[src/rtl/ps2_key_rx_if.sv]
// Bundle for the PS/2 pins and the decoded key-event outputs.
// master = receiver side, slave = pin driver / event consumer.
interface ps2_key_rx_if;
  logic        ps2_clk;
  logic        ps2_data;
  logic [10:0] ps2_key;
  logic        frame_err;
  logic        busy;

  modport master (
    input  ps2_clk,
    input  ps2_data,
    output ps2_key,
    output frame_err,
    output busy
  );

  modport slave (
    output ps2_clk,
    output ps2_data,
    input  ps2_key,
    input  frame_err,
    input  busy
  );
endinterface

[src/rtl/ps2_key_rx.sv]
// PS/2 keyboard receiver: synchronizes and filters the raw line, frames bytes and
// decodes E0/F0/E1 prefixes into the 11-bit {toggle, pressed, ext, code} event word.
module ps2_key_rx #(
  parameter int unsigned FILTER  = 8,
  parameter int unsigned TIMEOUT = 96000
) (
  input logic          clk_sys,
  input logic          rst_n,
  ps2_key_rx_if.master bus
);

  localparam int unsigned FCW = $clog2(FILTER + 1);
  localparam int unsigned TCW = $clog2(TIMEOUT + 1);

  typedef enum logic [1:0] {IDLE, DATA, PARITY, STOP} state_t;

  state_t           state, state_n;
  logic             clk_s1, clk_s2, dat_s1, dat_s2;
  logic             filt_lvl;
  logic [FCW-1:0]   filt_cnt;
  logic             flip_c, fall_c, timeout_c;
  logic [TCW-1:0]   idle_cnt;
  logic [2:0]       bit_cnt;
  logic [7:0]       sreg;
  logic             par_ok;
  logic             start_c, shift_c, par_c, byte_ok_c, byte_bad_c;
  logic             ext, rel;
  logic [2:0]       skip;
  logic [10:0]      key_q;
  logic             err_q, busy_q;

  assign bus.ps2_key   = key_q;
  assign bus.frame_err = err_q;
  assign bus.busy      = busy_q;

  // 2-FF synchronizers, preset to the idle-high line level
  always_ff @(posedge clk_sys) begin
    if (!rst_n) begin
      clk_s1 <= 1'b1;
      clk_s2 <= 1'b1;
      dat_s1 <= 1'b1;
      dat_s2 <= 1'b1;
    end else begin
      clk_s1 <= bus.ps2_clk;
      clk_s2 <= clk_s1;
      dat_s1 <= bus.ps2_data;
      dat_s2 <= dat_s1;
    end
  end

  // Level flips in the cycle that holds the FILTER-th consecutive sample at the new level
  assign flip_c = (clk_s2 != filt_lvl) && (filt_cnt == FCW'(FILTER - 1));
  assign fall_c = flip_c && filt_lvl;

  always_ff @(posedge clk_sys) begin
    if (!rst_n) begin
      filt_lvl <= 1'b1;
      filt_cnt <= '0;
    end else if (clk_s2 == filt_lvl) begin
      filt_cnt <= '0;
    end else if (flip_c) begin
      filt_lvl <= clk_s2;
      filt_cnt <= '0;
    end else begin
      filt_cnt <= filt_cnt + FCW'(1);
    end
  end

  // Saturating idle counter, cleared on every filtered falling edge
  assign timeout_c = (idle_cnt == TCW'(TIMEOUT));

  always_ff @(posedge clk_sys) begin
    if (!rst_n)          idle_cnt <= '0;
    else if (fall_c)     idle_cnt <= '0;
    else if (!timeout_c) idle_cnt <= idle_cnt + TCW'(1);
  end

  always_ff @(posedge clk_sys) begin
    if (!rst_n) state <= IDLE;
    else        state <= state_n;
  end

  // Next state; a falling edge takes priority over a coincident timeout
  always_comb begin
    state_n = state;
    if (fall_c) begin
      unique case (state)
        IDLE:    if (!dat_s2) state_n = DATA;
        DATA:    if (bit_cnt == 3'd7) state_n = PARITY;
        PARITY:  state_n = STOP;
        STOP:    state_n = IDLE;
        default: state_n = IDLE;
      endcase
    end else if (timeout_c && (state != IDLE)) begin
      state_n = IDLE;
    end
  end

  // Datapath strobes decoded from the current state
  always_comb begin
    start_c    = 1'b0;
    shift_c    = 1'b0;
    par_c      = 1'b0;
    byte_ok_c  = 1'b0;
    byte_bad_c = 1'b0;
    unique case (state)
      IDLE:    start_c = fall_c && !dat_s2;
      DATA:    shift_c = fall_c;
      PARITY:  par_c   = fall_c;
      STOP: begin
        byte_ok_c  = fall_c && dat_s2 && par_ok;
        byte_bad_c = fall_c && !(dat_s2 && par_ok);
      end
      default: ;
    endcase
  end

  always_ff @(posedge clk_sys) begin
    if (!rst_n) begin
      bit_cnt <= '0;
      sreg    <= '0;
      par_ok  <= 1'b0;
    end else begin
      if (start_c)      bit_cnt <= '0;
      else if (shift_c) bit_cnt <= bit_cnt + 3'd1;
      if (shift_c)      sreg    <= {dat_s2, sreg[7:1]};
      if (par_c)        par_ok  <= ^{sreg, dat_s2};
    end
  end

  // Prefix decoder and event word
  always_ff @(posedge clk_sys) begin
    if (!rst_n) begin
      ext    <= 1'b0;
      rel    <= 1'b0;
      skip   <= '0;
      key_q  <= '0;
      err_q  <= 1'b0;
      busy_q <= 1'b0;
    end else begin
      err_q  <= byte_bad_c;
      busy_q <= (state_n != IDLE);
      if (byte_bad_c) begin
        ext <= 1'b0;
        rel <= 1'b0;
      end else if (byte_ok_c) begin
        if (skip != 3'd0) begin
          skip <= skip - 3'd1;
        end else begin
          unique case (sreg)
            8'hE0:   ext  <= 1'b1;
            8'hF0:   rel  <= 1'b1;
            8'hE1:   skip <= 3'd7;
            default: begin
              key_q <= {~key_q[10], ~rel, ext, sreg};
              ext   <= 1'b0;
              rel   <= 1'b0;
            end
          endcase
        end
      end
    end
  end

endmodule

[src/flat_wrapper.sv]
// flat-port wrapper written by rule: the top's interface ports become plain ports
module ps2_key_rx_flat 
#(
  parameter int unsigned FILTER  = 8,
  parameter int unsigned TIMEOUT = 96000
)
  (clk_sys, rst_n, bus_ps2_clk, bus_ps2_data, bus_ps2_key, bus_frame_err, bus_busy);
  ps2_key_rx_if bus_i ();
  input logic clk_sys;
  input logic rst_n;
  input wire logic [$bits(bus_i.ps2_clk)-1:0] bus_ps2_clk;
  input wire logic [$bits(bus_i.ps2_data)-1:0] bus_ps2_data;
  output wire logic [$bits(bus_i.ps2_key)-1:0] bus_ps2_key;
  output wire logic [$bits(bus_i.frame_err)-1:0] bus_frame_err;
  output wire logic [$bits(bus_i.busy)-1:0] bus_busy;
  assign bus_i.ps2_clk = bus_ps2_clk;
  assign bus_i.ps2_data = bus_ps2_data;
  assign bus_ps2_key = bus_i.ps2_key;
  assign bus_frame_err = bus_i.frame_err;
  assign bus_busy = bus_i.busy;
  ps2_key_rx #(.FILTER(FILTER), .TIMEOUT(TIMEOUT)) u_core (.clk_sys(clk_sys), .rst_n(rst_n), .bus(bus_i));
endmodule
[config.mk]
export PLATFORM = sky130hd
export DESIGN_NAME = ps2_key_rx_flat
export DESIGN_NICKNAME = d
export VERILOG_FILES = /design/src/rtl/ps2_key_rx_if.sv /design/src/rtl/ps2_key_rx.sv /design/src/flat_wrapper.sv
export SDC_FILE = /design/constraint.sdc
export NUM_CORES = 1
export LEC_CHECK = 0
export CORE_AREA = 2 2 75 77
export CTS_BUF_LIST = sky130_fd_sc_hd__clkbuf_8 sky130_fd_sc_hd__clkbuf_16
export DETAILED_ROUTE_END_ITERATION = 7
export DIE_AREA = 0 0 77 79
export PLACE_DENSITY = 0.68
export SLEW_MARGIN = 20
export SYNTH_ARGS = -nofsm -noshare
export SYNTH_HDL_FRONTEND = slang
export SYNTH_SLANG_ARGS = --single-unit
[constraint.sdc]
create_clock -name clk_sys -period 1.8 [get_ports clk_sys]
set_input_delay 0.18 -clock clk_sys [delete_from_list [all_inputs] [get_ports clk_sys]]
set_output_delay 0.18 -clock clk_sys [all_outputs]
set_load 0.05 [all_outputs]
==> impl_metrics.toml <==
[worst_setup_path]
cp-end-kind = "register"
worstSetupPathType = "reg2reg"
cp_data_required_time_ns = 2.06
crit_arrival_ns = 1.97
worstPathMaxFanout = 4
start_kind = "register"

[grt]
grt_max_degree = 42
grt_pass1_wl_um = 7983
antenna_found_initial = 0
first_global_vias = 1867
grt-ovfl-total = 0
grt_usage_pct = 16.64

[drt]
routed_wl_um = 4554
wl_per_cell_um = 11.68
drtIter0Drc = 70
drt_pre_antenna_iters = 4
num_vias = 1961
ant_nets = 0
drcViolationCount = 0
routed_via_density = 5.028

[power]
peakVddDrop_mv = 0.5994
power.density_nw_per_um2 = 776.6
power.total_mw = 2.405
p_leak_nw = 1.209

[timing]
clock.fmax_ghz = 0.5873
finalSetupViolations = 0
fin_crit_ns = 1.703
worst_pin_slew_ns = 0.5037
clock_skew_ns = 0.006431
post-route-period-util_pct = 94.59
max-slew-margin-rel_pct = 66.32
fin_tns_setup_ns = 0
slew_violations = 0
finalHoldViolCount = 0

[place]
gp_congestion = 0.7722
place_area_sq_um = 2890
dp.final_hpwl_um = 3157
port_buffers = 16
dp.cells = 373

[clocking]
cts_num_sinks = 58
postCtsHoldBufs = 0
cts.root.buffer_cell = "clkbuf_8"
ctsHtreeMaxLevel = 3
clkSlewWorstSetupHoldPaths_ns = 0.07
clkLatencyLatePin_ns = 0.33
clock_path_buffers = 2
cts_tree = "yes"
cts_made_buffers = 9

[logic_synthesis]
synth_edf_count = 0
synth_nets = 290
syn-cell-area_sq_um = 2542
ys_ff_latch = 58
synth_flop_cell = "dfxtp_1"
yosys_warnings = 0
avgSynthCellArea_sq_um = 9.113
synthArstFlopShare_pct = 0
yosysUniqueCellTypes = 42
synth_cells = 279
ys_seq_area_share_pct = 45.67

[run_status]
run_status = "finished clean"

[floorplan]
die_area_sq_um = 6083
core-area_sq_um = 5338
start_util_pct = 47.63
ios = 17
die_w_um = 77
fp-row-count = 27
die_h_um = 79

[layout]
fin_area_sq_um = 3097
stdcell_count = 390
layout_common_cells = "dfxtp_1, nor2_1, nand2_1"
drive_above_1_share_pct = 13.84
final_common_cell = "dfxtp_1"
area_growth_pct = 21.80
diodes = 0
final_nets = 324

[min_path]
hold_path.class = "in2reg"

[job]
cap_violations = 0
==> cell families (layout without fill, tap and decap cells) <==
| logic type | count (synthesis) | in the layout | synth area share (%) |
|---|---|---|---|
| AOI/OAI and AO/OA | 31 | 31 | 7.235 |
| adders and majority gates | 7 | 7 | 3.445 |
| xor gates and xnor gates | 26 | 26 | 9.498 |
| DFF | 58 | 58 | 45.67 |
| and+or+nand+nor | 124 | 124 | 25.89 |
| buffers and inverters | 20 | 59 | 3.150 |
| muxes | 13 | 13 | 5.118 |
==> synthesized netlist by cell type, drive strengths merged, types with 7 or more instances <==
master / number / area [sq um]
clkbuf: 8 / 30.03
nand2: 25 / 93.84
nor2b: 10 / 62.56
ha: 7 / 87.58
xor2: 12 / 105.1
nand3: 24 / 125.1
nand2b: 8 / 50.05
xnor2: 13 / 113.9
inv: 8 / 30.03
o21ai: 15 / 75.07
mux2i: 13 / 130.1
nor2: 26 / 97.59
dfxtp: 58 / 1161
==> path summary, 6_finish.rpt <==
path | from | cells after the start | end | slack (ns)
max | u_core.sreg[1] | 6 | u_core.skip[1] | 0.1
min | bus_ps2_data | 2 | u_core.dat_s1 | 0.40
max reg2reg | u_core.sreg[1] | 6 | u_core.skip[1] | 0.1
min reg2reg | u_core.dat_s1 | 1 | u_core.dat_s2 | 0.41
==> critical path, cell delays in order (launching register included) <==
cell      delay [ns]
dfxtp_1         0.31
nor4b_1         0.28
and3_1          0.26
buf_4           0.15
nand3b_1        0.07
a21oi_1         0.34
mux2i_1         0.22
==> power by group <==
group	switching, mW	internal [mW]	total [mW]
clock network	0.534	0.492	1.03
logic	0.0368	0.0370	0.0737
registers	0.0110	1.29	1.30
total	0.582	1.82	2.40
==> state kept, by name, summed over array words and instances (netlist names), 2 cells and up <==
signal / cells
u_core.idle_cnt: 17
u_core.bus.ps2_key: 11
u_core.sreg: 8
u_core.filt_cnt: 4
u_core.bit_cnt: 3
u_core.skip: 3
u_core.state: 2
==> repair_timing <==
item,4_1_cts,5_1_grt
endpoints found under the setup margin,0,18
setup buffers,0,1
gates resized for setup,0,8
==> metrics by stage <==
| step | util [%] | setup WS (ns) | hold slack, ns |
|---|---|---|---|
| after global routing | 58.02 | -0.002726 | 0.4099 |
| after CTS | 57.34 | 0.02044 | 0.3793 |
| final | 58.02 | 0.09742 | 0.4004 |
| after floorplan | - | 0.1513 | 0.2815 |
| after global placement | 54.15 | 0.08196 | 0.3882 |
| after detailed placement | 54.15 | 0.03193 | 0.4032 |
==> cell type report <==
cell class	count	area, sq um
clock inverter	7	46.29
sequential	58	1162
clock buffer	9	123.9
tap	72	90.09
inverter	8	30.03
fill	508	2241
timing repair buffer	35	315.3
multi-input combinational	201	1329
==> routing by layer <==
| metal | part of all wire [%] | GRT usage (%) |
|---|---|---|
| met4 | 0.86 | 7.143 |
| met1 | 48 | 19.90 |
| met3 | 3.2 | 6.477 |
| met2 | 48 | 26.75 |
| met5 | 0 | 0 |
Power figures use the tool's default switching activity.
